<file path="config.mk">
export PLATFORM = sky130hd
export DESIGN_NAME = inst_fetch_queue_flat
export DESIGN_NICKNAME = d
export VERILOG_FILES = /design/src/rtl/inst_fetch_queue_if.sv /design/src/rtl/inst_fetch_queue.sv /design/src/flat_wrapper.sv
export SDC_FILE = /design/constraint.sdc
export NUM_CORES = 1
export LEC_CHECK = 0
export ABC_AREA = 1
export ABC_CLOCK_PERIOD_IN_PS = 11200
export CORE_MARGIN = 3
export CORE_UTILIZATION = 53
export CTS_CLUSTER_SIZE = 16
export DETAILED_ROUTE_END_ITERATION = 6
export GPL_TIMING_DRIVEN = 1
export HOLD_SLACK_MARGIN = 0.15
export PLACE_DENSITY = 0.8
export SLEW_MARGIN = 20
export SYNTH_ARGS = -nofsm -noshare
export SYNTH_HDL_FRONTEND = slang
export SYNTH_SLANG_ARGS = --single-unit
</file>
<file path="constraint.sdc">
create_clock -name clk_i -period 11.2 [get_ports clk_i]
set_clock_uncertainty 0.1 [all_clocks]
set_input_delay 1.12 -clock clk_i [delete_from_list [all_inputs] [get_ports clk_i]]
set_output_delay 1.12 -clock clk_i [all_outputs]
set_load 0.02 [all_outputs]
</file>
<file path="src/rtl/inst_fetch_queue_if.sv">
`default_nettype none
// ============================================================================
// Module      : inst_fetch_queue_if
// Description : Bundle of the instruction-fetch queue signals: the
//               instruction-memory request channel, the instruction output
//               stream towards the decoder and the redirect input.
//               master : the fetch queue itself
//               slave  : the environment (memory, consumer, branch unit)
// Signals     : mem_req/mem_addr        - word read request (addr = PC[31:2])
//               mem_ack/mem_data        - same-cycle accept + data return
//               inst/inst_pc/inst_valid - queue head (first-word-fall-through)
//               inst_ready              - consumer takes the head
//               redirect/redirect_pc    - flush and restart fetch
// Revision    : 1.0 - initial release
// ============================================================================
interface inst_fetch_queue_if;
  logic        mem_req;
  logic [29:0] mem_addr;
  logic        mem_ack;
  logic [31:0] mem_data;
  logic [31:0] inst;
  logic [31:0] inst_pc;
  logic        inst_valid;
  logic        inst_ready;
  logic        redirect;
  logic [31:0] redirect_pc;

  modport master (
    output mem_req, mem_addr, inst, inst_pc, inst_valid,
    input  mem_ack, mem_data, inst_ready, redirect, redirect_pc
  );

  modport slave (
    input  mem_req, mem_addr, inst, inst_pc, inst_valid,
    output mem_ack, mem_data, inst_ready, redirect, redirect_pc
  );
endinterface
`default_nettype wire

</file>
<file path="src/rtl/inst_fetch_queue.sv">
`default_nettype none
// ============================================================================
// Module      : inst_fetch_queue
// Description : Instruction prefetch queue. Issues one word read at a time to
//               instruction memory, stores {instruction, byte PC} in a
//               DEPTH-entry first-word-fall-through FIFO and supports
//               redirects that flush the queue and discard in-flight data.
// Parameters  : DEPTH - queue entries, power of two in 2..16 (default 4)
// Ports       : clk_i          - rising-edge clock
//               rst_ni         - asynchronous active-low reset
//               bus            - inst_fetch_queue_if.master (memory channel,
//                                instruction stream, redirect)
//               fetch_except_o - sticky misaligned-redirect flag (only with
//                                FETCH_ALIGN_CHECK_EN)
// Options     : FETCH_ALIGN_CHECK_EN - when defined, a redirect to a PC with
//               bits [1:0] != 0 raises fetch_except_o and halts fetching
//               until reset. When undefined, such a PC is truncated to a
//               word boundary.
// Revision    : 1.0 - initial release
// ============================================================================
module inst_fetch_queue #(
  parameter int DEPTH = 4
) (
  input  wire                clk_i,
  input  wire                rst_ni,
`ifdef FETCH_ALIGN_CHECK_EN
  output logic               fetch_except_o,
`endif
  inst_fetch_queue_if.master bus
);

  localparam int c_cnt_w = $clog2(DEPTH + 1);
  localparam int c_ptr_w = $clog2(DEPTH);
  localparam logic [c_cnt_w-1:0] c_depth = c_cnt_w'(DEPTH);

  // IDLE: nothing outstanding; REQ: live request; DROP: request whose data
  // belongs to a flushed instruction stream and must be thrown away.
  typedef enum logic [1:0] {
    IDLE = 2'd0,
    REQ  = 2'd1,
    DROP = 2'd2
  } state_t;

  state_t             state_q, state_d;
  logic [31:0]        fetch_pc_q, fetch_pc_d;
  logic [29:0]        addr_q, addr_d;
  logic [c_cnt_w-1:0] count_q, count_d;
  logic [c_cnt_w-1:0] count_after_pop;
  logic [c_ptr_w-1:0] wr_ptr_q, wr_ptr_d;
  logic [c_ptr_w-1:0] rd_ptr_q, rd_ptr_d;
  logic [31:0]        inst_q, inst_d;
  logic [31:0]        inst_pc_q, inst_pc_d;
  logic [63:0]        entries_q [DEPTH];

  logic               push;
  logic               pop;
  logic               issue_ok;
  logic [31:0]        redirect_target;

  // --------------------------------------------------------------------------
  // Optional misaligned-redirect trap
  // --------------------------------------------------------------------------
`ifdef FETCH_ALIGN_CHECK_EN
  logic except_q, except_d;

  assign except_d = except_q | (bus.redirect & (bus.redirect_pc[1:0] != 2'b00));

  always_ff @(posedge clk_i or negedge rst_ni) begin
    if (!rst_ni) begin
      except_q <= 1'b0;
    end else begin
      except_q <= except_d;
    end
  end

  assign fetch_except_o = except_q;
  // Once trapped, no new request may start; an in-flight one still drains.
  assign issue_ok       = ~except_q;
`else
  logic unused_redirect_lsbs;

  assign unused_redirect_lsbs = ^bus.redirect_pc[1:0];
  assign issue_ok             = 1'b1;
`endif

  // Fetch always proceeds on word boundaries.
  assign redirect_target = {bus.redirect_pc[31:2], 2'b00};

  // --------------------------------------------------------------------------
  // Request FSM: next state, fetch PC and request address
  // --------------------------------------------------------------------------
  always_comb begin
    state_d    = state_q;
    fetch_pc_d = fetch_pc_q;
    addr_d     = addr_q;
    push       = 1'b0;

    unique case (state_q)
      IDLE: begin
        // A late mem_ack (e.g. one that belonged to a request abandoned by
        // reset) is deliberately ignored here.
        if (!bus.redirect && (count_q < c_depth) && issue_ok) begin
          state_d = REQ;
          addr_d  = fetch_pc_q[31:2];
        end
      end
      REQ: begin
        if (bus.mem_ack) begin
          state_d = IDLE;
          // Data returned in the redirect cycle belongs to the old stream.
          if (!bus.redirect) begin
            push       = 1'b1;
            fetch_pc_d = fetch_pc_q + 32'd4;
          end
        end else if (bus.redirect) begin
          state_d = DROP;
        end
      end
      DROP: begin
        if (bus.mem_ack) begin
          state_d = IDLE;
        end
      end
      default: begin
        state_d = IDLE;
      end
    endcase

    // A redirect always wins over the increment; in DROP it only retargets
    // the PC while the stale request keeps its address on the bus.
    if (bus.redirect) begin
      fetch_pc_d = redirect_target;
    end
  end

  // --------------------------------------------------------------------------
  // Queue bookkeeping
  // --------------------------------------------------------------------------
  // Space is checked before issue, so a push can never find the queue full.
  assign pop             = (count_q != '0) & bus.inst_ready & ~bus.redirect;
  assign count_after_pop = count_q - c_cnt_w'(pop);

  always_comb begin
    count_d   = count_after_pop + c_cnt_w'(push);
    wr_ptr_d  = wr_ptr_q + c_ptr_w'(push);
    rd_ptr_d  = rd_ptr_q + c_ptr_w'(pop);
    inst_d    = inst_q;
    inst_pc_d = inst_pc_q;

    if (bus.redirect) begin
      count_d  = '0;
      wr_ptr_d = '0;
      rd_ptr_d = '0;
    end

    // The head is kept in its own register so it can hold the last value
    // while empty. The new head is either an entry already stored or, when
    // the queue drains to nothing in this cycle, the word being pushed.
    if (count_d != '0) begin
      if (count_after_pop == '0) begin
        inst_d    = bus.mem_data;
        inst_pc_d = fetch_pc_q;
      end else begin
        inst_d    = entries_q[rd_ptr_d][63:32];
        inst_pc_d = entries_q[rd_ptr_d][31:0];
      end
    end
  end

  // --------------------------------------------------------------------------
  // State registers
  // --------------------------------------------------------------------------
  always_ff @(posedge clk_i or negedge rst_ni) begin
    if (!rst_ni) begin
      state_q    <= IDLE;
      fetch_pc_q <= '0;
      addr_q     <= '0;
      count_q    <= '0;
      wr_ptr_q   <= '0;
      rd_ptr_q   <= '0;
      inst_q     <= '0;
      inst_pc_q  <= '0;
    end else begin
      state_q    <= state_d;
      fetch_pc_q <= fetch_pc_d;
      addr_q     <= addr_d;
      count_q    <= count_d;
      wr_ptr_q   <= wr_ptr_d;
      rd_ptr_q   <= rd_ptr_d;
      inst_q     <= inst_d;
      inst_pc_q  <= inst_pc_d;
    end
  end

  // Storage needs no reset: an entry is only read after it was written.
  always_ff @(posedge clk_i) begin
    if (push) begin
      entries_q[wr_ptr_q] <= {bus.mem_data, fetch_pc_q};
    end
  end

  // --------------------------------------------------------------------------
  // Outputs
  // --------------------------------------------------------------------------
  // The request is a function of state only, so it stays stable until acked.
  assign bus.mem_req    = (state_q != IDLE);
  assign bus.mem_addr   = addr_q;
  assign bus.inst       = inst_q;
  assign bus.inst_pc    = inst_pc_q;
  assign bus.inst_valid = (count_q != '0);

endmodule
`default_nettype wire
</file>
<file path="src/flat_wrapper.sv">
// flat-port wrapper written by rule: the top's interface ports become plain ports
module inst_fetch_queue_flat 
#(
  parameter int DEPTH = 4
)
  (clk_i, rst_ni, bus_mem_req, bus_mem_addr, bus_inst, bus_inst_pc, bus_inst_valid, bus_mem_ack, bus_mem_data, bus_inst_ready, bus_redirect, bus_redirect_pc);
  inst_fetch_queue_if bus_i ();
  input  wire clk_i;
  input  wire rst_ni;
  output wire logic [$bits(bus_i.mem_req)-1:0] bus_mem_req;
  output wire logic [$bits(bus_i.mem_addr)-1:0] bus_mem_addr;
  output wire logic [$bits(bus_i.inst)-1:0] bus_inst;
  output wire logic [$bits(bus_i.inst_pc)-1:0] bus_inst_pc;
  output wire logic [$bits(bus_i.inst_valid)-1:0] bus_inst_valid;
  input wire logic [$bits(bus_i.mem_ack)-1:0] bus_mem_ack;
  input wire logic [$bits(bus_i.mem_data)-1:0] bus_mem_data;
  input wire logic [$bits(bus_i.inst_ready)-1:0] bus_inst_ready;
  input wire logic [$bits(bus_i.redirect)-1:0] bus_redirect;
  input wire logic [$bits(bus_i.redirect_pc)-1:0] bus_redirect_pc;
  assign bus_mem_req = bus_i.mem_req;
  assign bus_mem_addr = bus_i.mem_addr;
  assign bus_inst = bus_i.inst;
  assign bus_inst_pc = bus_i.inst_pc;
  assign bus_inst_valid = bus_i.inst_valid;
  assign bus_i.mem_ack = bus_mem_ack;
  assign bus_i.mem_data = bus_mem_data;
  assign bus_i.inst_ready = bus_inst_ready;
  assign bus_i.redirect = bus_redirect;
  assign bus_i.redirect_pc = bus_redirect_pc;
  inst_fetch_queue #(.DEPTH(DEPTH)) u_core (.clk_i(clk_i), .rst_ni(rst_ni), .bus(bus_i));
endmodule
</file>
Word level (Yosys, flattened, before mapping)
Memory sizes are Yosys's and may differ from the RTL's.
Index checks and enable logic that the tools add are counted.

cells by class
  order comparisons = 1
  equality and inequality tests = 5
  add/sub/neg operators = 5
  multiplexer cells = 18
  bitwise operators = 3
  reduce and logical (&&, ||, !) cells = 12

operators with widths
  kind                                                                     number
  32-bit two-way mux                                                       5
  32-bit by 3-bit adder with 32-bit output, second input constant          1
  2-bit two-way mux                                                        6
  2-bit case mux with 3 select lines                                       1
  2-bit nonzero test                                                       3
  3-bit nonzero test                                                       2
  1-bit two-way mux                                                        5
  2-bit by 1-bit adder with 2-bit output                                   2
  2-bit AND reduction                                                      2
  3-bit by 1-bit adder with 3-bit output                                   1
  3-bit logical NOT                                                        1
  3-bit less-than comparator, second input constant                        1
  3-bit two-way mux                                                        1
  3-bit inequality test, second input constant                             1
  3-bit AND reduction                                                      1
  3-bit by 1-bit subtractor with 3-bit output                              1
  1-bit AND                                                                2
  2-bit by 1-bit equality test with 1-bit output, second input constant    1
  2-bit equality test, second input constant                               1
  2-bit logical NOT                                                        1
  2-bit by 1-bit inequality test with 1-bit output, second input constant  1
  2-bit inequality test, second input constant                             1
  1-bit logical AND                                                        1
  1-bit logical NOT                                                        1
  1-bit inverter                                                           1

storage, ports and cells
  flip-flop bits (word level) = 135
  word-level logic and storage cells = 53
  output and inout bits = 96
  input bits = 69
  bits in writable memories = 256
  memories = 1

memories
  memory            depth  width  rd ports  clocked after Yosys merged registers in  wr ports  RTL line                text
  u_core.entries_q  4      64     1         0                                        1         inst_fetch_queue.sv:53  logic [63:0] entries_q [DEPTH];

Longest topological paths before layout
  depth in word-level cells = 7
  gate-level depth with buffers = 16
  mapped depth without buffers = 14

Worst setup path before layout
No wires, ideal clock.

  kind = input to register
  from = input port bus_redirect
  to = memory u_core.entries_q[0][10], enable pin
  cell stages on the path = 4
  slack = 4.651 ns
  data required time = 10.542 ns
  library setup time = 0.558 ns
  arrival time = 5.890 ns
  path buffers = 1
  cells stage by stage = buf_4 nor2_4 clkinv_1 nor3_1

on the way
  longest elaborated chain between the ends = 5

RTL lines
  item                                     RTL line                 text
  from (decl)                              flat_wrapper.sv:18       input wire logic [$bits(bus_i.redirect)-1:0] bus_redirect;
  1-bit two-way mux                        inst_fetch_queue.sv:111  if (!bus.redirect) begin
  1-bit two-way mux                        inst_fetch_queue.sv:108  if (bus.mem_ack) begin
  1-bit two-way mux                        inst_fetch_queue.sv:98   unique case (state_q)
  1-bit two-way mux                        inst_fetch_queue.sv:197  if (push) begin
  1-bit two-way mux (implied by the code)  inst_fetch_queue.sv:198  entries_q[wr_ptr_q] <= {bus.mem_data, fetch_pc_q};
  to (decl)                                inst_fetch_queue.sv:53

Every way passes these cells.

Final worst setup path
  from = input port bus_redirect
  to = register u_core.inst_q[10] (netlist: u_core.bus.inst[10])

on the way
  longest elaborated chain between the ends = 6
  elaborated cells on any way between the ends = 14
  classes of those cells = add/sub (3); mux (6); bitwise (2); reduce/logical (2); memory (1)

RTL lines
  item                                                                                     RTL line                                          text
  1-bit inverter / 1-bit two-way mux (equally long branches)                               inst_fetch_queue.sv:140, inst_fetch_queue.sv:111
  1-bit AND / 1-bit two-way mux (equally long branches)                                    inst_fetch_queue.sv:140, inst_fetch_queue.sv:108
  3-bit by 1-bit subtractor with 3-bit output / 1-bit two-way mux (equally long branches)  inst_fetch_queue.sv:141, inst_fetch_queue.sv:98
  3-bit by 1-bit adder with 3-bit output                                                   inst_fetch_queue.sv:144                           count_d = count_after_pop + c_cnt_w'(push);
  3-bit two-way mux *                                                                      inst_fetch_queue.sv:150                           if (bus.redirect) begin
  via u_core.count_d[1]                                                                    inst_fetch_queue.sv:47                            logic [c_cnt_w-1:0] count_q, count_d;
  3-bit nonzero test *                                                                     inst_fetch_queue.sv:159                           if (count_d != '0) begin
  to (signal assigned)                                                                     inst_fetch_queue.sv:190                           inst_q <= inst_d;
  to (decl)                                                                                inst_fetch_queue.sv:51                            logic [31:0] inst_q, inst_d;

Mark *: on every way through the listed nets, which the timed path passes. The rest lies on a longest branch.
A chain may end at the register's enable or synchronous reset.

==> metrics.md <==
| Metric | Value |
|---|---|
| Maximum number of pins on one net before global-route repair | `100` |
| Number of buffers inserted during clock tree synthesis | `39` |
| Final period util | `45.4%` |
| Final hold violation count | `0` |
| Remaining global-route overflow | `0` |
| Worst-case clock buffer depth | `3` |
| Clock H-tree levels | `2` |
| CTS clk-pin slew, worst paths | `60 ps` |
| Fraction of layout instances using a drive strength above 1 | `5.35%` |
| Final RePlAce weighted congestion | `0.881` |
| CP bufs+invs | `8` |
| Maximum fanout along the worst path | `63` |
| Count of state elements after synthesis | `379` |
| Routed Wire Length | `38.4 mm` |
| Vias in the first global route | `11932` |
| Later-pin clock latency in the skew report | `520 ps` |
| Post-synth EDFFs | `248` |
| Worst Setup End Kind | `flop` |
| Kind of start point of the critical path | `input pin` |
| Fin. max-slew vios | `0` |
| Placement Setup Slack | `5680 ps` |
| Maximum Capacitance Violations | `0` |
| Most frequently used flop master after synthesis | `sky130_fd_sc_hd__edfxtp_1` |
| Setup ws final | `6110 ps` |
| Sequential element share of the synthesized area | `66.5%` |
| Initial antenna violation count | `0` |
| Synthesis-to-finish area growth | `19.5%` |
| CTS root buffer | `sky130_fd_sc_hd__clkbuf_16` |
| TritonCTS clock tree | `done` |
| Share of async-settable or async-resettable flops after synthesis | `34.6%` |
| Setup repair after global routing missed its margin | `no` |
| Placed Cells | `2112` |
| IO Pins | `165` |
| Peak clock frequency supported by timing | `0.196 GHz` |
| Worst setup path start | `bus_redirect` |
| Detail Placement HPWL | `21.3 mm` |
| Routed Antenna Nets | `0` |
| Initial Utilization | `54.2%` |
| Worst reg-to-reg setup slack | `7330 ps` |
| Row count | `63` |
| Avg Inst Size Synth | `9.92 um^2` |
| Data required, critical path | `11480 ps` |
| Leakage power of the design | `0.00807 uW` |
| Cell taking the most area after synthesis | `sky130_fd_sc_hd__edfxtp_1` |
| Floorplan die width | `180 um` |
| Peak per-stage delay on the critical path | `660 ps` |
| Ordered cell list for the critical path | `clkdlybuf4s50_1 > buf_4 > inv_2 > nand2_1 > nor2_1 > ha_1 > ha_1 > inv_1 > ha_1 > inv_1 > nor2_1 > nor2_1 > nand2_2 > buf_4 > inv_2 > buf_4 > nand2_1 > nand2_1` |
| Via count | `11904` |
| Post-route minimum period | `5090 ps` |
| Via/cell ratio | `5.45` |
| Post-cts resize count | `0` |
| Class of the tightest hold or removal check | `reg -> reg` |
| Outcome | `complete, no violations` |
| CP max stage cell | `sky130_fd_sc_hd__buf_4` |
| Post-CTS Setup Repair Bufs | `0` |
| Port bufs | `160` |
| Final hold slack | `376 ps` |
| Share of the synthesized area in the top cell type | `46.2%` |
| Max_slew headroom | `27.3%` |
| Slew of the pin with the lowest slew margin | `1090 ps` |
| Synth top area cells | `sky130_fd_sc_hd__edfxtp_1, sky130_fd_sc_hd__dfrtp_1, sky130_fd_sc_hd__nand2_1` |
| Startpoint of the worst hold path | `u_core.bus.inst[19]$_DFFE_PN0P_` |
| Yosys warning total | `0` |
| Worst ir drop on vdd | `0.000173 V` |
| Average detailed-routed wire length per instance | `17.6 um` |
| Accumulated negative setup slack | `0 ps` |
| Total global-route track usage | `23.4%` |
| Hold buffer count at cts | `0` |
| Residual DRC | `0` |
| Die extent in y | `180 um` |
| Number of inserted diodes | `0` |
| Full die area | `32600 um^2` |
| Gate Count Post-Synth | `1626` |
| First-pass iteration count of the detailed router | `7` |
| PwrDens | `232 nW/um^2` |
| Clock sink total | `379` |
| Global-route wire length before repair | `61.8 mm` |
| Number of unique standard cell types used by synthesis | `33` |
| Final setup violation count | `0` |
| Path type of the worst setup path | `in -> reg` |
| Worst Path Arrival | `5370 ps` |
| Reg-to-reg startpoint | `u_core.count_q[2]$_DFF_PN0_` |
| End of the worst register-to-register path | `u_core.bus.inst[10]$_DFFE_PN0P_` |
| Depth of the most critical reg-to-reg path | `15` |
| Number of nets in the finished design | `1839` |
| End point of the worst hold path | `u_core.bus.inst[19]$_DFFE_PN0P_` |
| Number of DRC markers in iteration 0 | `1165` |
| Cell type group with the largest total delay on the critical path | `buffers and inverters` |
| Non-Filler Instances | `2183` |
| Synth Cell Area | `16100 um^2` |
| Core area | `29800 um^2` |
| Hold path cells | `2` |
[through the flow]
stage / util [%] / total power, uW / instance area (um^2)
after detailed placement: 60.4 / 3190 / 18000
after floorplan: - / 2630 / 16100
after CTS: 64.7 / 4490 / 19300
final: 64.7 / 4470 / 19300
after global routing: 64.7 / 4690 / 19300
after global placement: 60.4 / 3150 / 18000
[placed cells by master, fill, tap and decap left out, types with 2 or more instances in the layout]
cell / Yosys / layout
sky130_fd_sc_hd__a21oi_1: 6 / 6
sky130_fd_sc_hd__buf_4: 5 / 14
sky130_fd_sc_hd__bufinv_16: 0 / 2
sky130_fd_sc_hd__clkbuf_1: 20 / 11
sky130_fd_sc_hd__clkbuf_16: 0 / 42
sky130_fd_sc_hd__clkbuf_8: 0 / 7
sky130_fd_sc_hd__clkdlybuf4s50_1: 0 / 159
sky130_fd_sc_hd__clkinv_2: 0 / 7
sky130_fd_sc_hd__conb_1: 1 / 2
sky130_fd_sc_hd__dfrtp_1: 131 / 131
sky130_fd_sc_hd__edfxtp_1: 248 / 248
sky130_fd_sc_hd__ha_1: 7 / 7
sky130_fd_sc_hd__inv_1: 55 / 55
sky130_fd_sc_hd__inv_2: 7 / 6
sky130_fd_sc_hd__mux2_2: 2 / 2
sky130_fd_sc_hd__nand2_1: 779 / 778
sky130_fd_sc_hd__nand2_2: 1 / 2
sky130_fd_sc_hd__nand3_1: 109 / 109
sky130_fd_sc_hd__nand4_1: 3 / 3
sky130_fd_sc_hd__nor2_1: 67 / 67
sky130_fd_sc_hd__nor2_4: 2 / 2
sky130_fd_sc_hd__nor3_1: 6 / 2
sky130_fd_sc_hd__nor3_2: 0 / 4
sky130_fd_sc_hd__o211ai_1: 64 / 64
sky130_fd_sc_hd__o21ai_0: 35 / 35
sky130_fd_sc_hd__o21bai_1: 4 / 4
sky130_fd_sc_hd__o221ai_1: 2 / 2
sky130_fd_sc_hd__xnor2_1: 4 / 4
sky130_fd_sc_hd__xor2_1: 6 / 6
[sequential cells by signal (all words and copies together), names as in the netlist]
signal / flops
u_core.fetch_pc_q: 30
u_core.state_q: 2
u_core.bus.inst_pc: 30
u_core.count_q: 3
u_core.wr_ptr_q: 2
u_core.rd_ptr_q: 2
u_core.bus.inst: 32
u_core.entries_q: 248
u_core.bus.mem_addr: 30
[worst reg2reg max path, delay by kind of cell, from the launching register on]
family                     cells  cell delay [ps]
adders and majority gates      3              810
and+or+nand+nor                7              840
DFF                            1              440
buffers and inverters          5             1540
[final cells by class]
cell class	instances	area, um^2
well taps	390	488
inverters	63	239
repair buffers	174	1710
fillers	2274	10500
flip-flops and latches	379	10700
multi-input cells	1106	4820
clock inverters	10	104
clock buffers	61	1200
[synth_stat cells, types with 6 or more instances]
master and instances:
sky130_fd_sc_hd__nor3_1 6, sky130_fd_sc_hd__clkbuf_1 20, sky130_fd_sc_hd__nand2_1 779, sky130_fd_sc_hd__nand3_1 109
sky130_fd_sc_hd__buf_2 49, sky130_fd_sc_hd__xor2_1 6, sky130_fd_sc_hd__edfxtp_1 248, sky130_fd_sc_hd__ha_1 7
sky130_fd_sc_hd__inv_1 55, sky130_fd_sc_hd__a21oi_1 6, sky130_fd_sc_hd__o211ai_1 64, sky130_fd_sc_hd__inv_2 7
sky130_fd_sc_hd__nor2_1 67, sky130_fd_sc_hd__dfrtp_1 131, sky130_fd_sc_hd__o21ai_0 35
[cell families after synthesis]
group	after synthesis	share of synthesized area, %
flops	379	66.5
mux	2	0.140
buf+inv	142	3.85
fa+ha+maj	7	0.543
simple gates	972	23.8
compound gates	113	4.63
other cells	1	0.0232
xor+xnor	10	0.543
[metal layers]
metal  track usage, %  up-vias  routed length, um
met5                0        -                  0
met4             6.72        0                736
met3             4.32       57               3150
met2             39.0      488              18600
met1             31.7     5707              15900
li1                 -     5652                  -
[power by group]
group,total [uW],switching [uW],internal (uW)
combinational,1310,803,507
clock,1300,516,781
sequential,1860,149,1710
[worst max path at each step]
stage / to / slack, ps / depth (start not counted)
global route: u_core.bus.inst[23]$_DFFE_PN0P_ / 5910 / 18
floorplan: u_core.entries_q[0][10]$_DFFE_PP_ / 4650 / 4
CTS: u_core.bus.inst[10]$_DFFE_PN0P_ / 6200 / 18
finish: u_core.bus.inst[10]$_DFFE_PN0P_ / 6110 / 18
detailed placement: u_core.bus.inst[22]$_DFFE_PN0P_ / 5680 / 18
global placement: u_core.bus.inst_pc[6]$_DFFE_PN0P_ / 5800 / 18
Note: power is estimated with default switching activity, not from simulation.
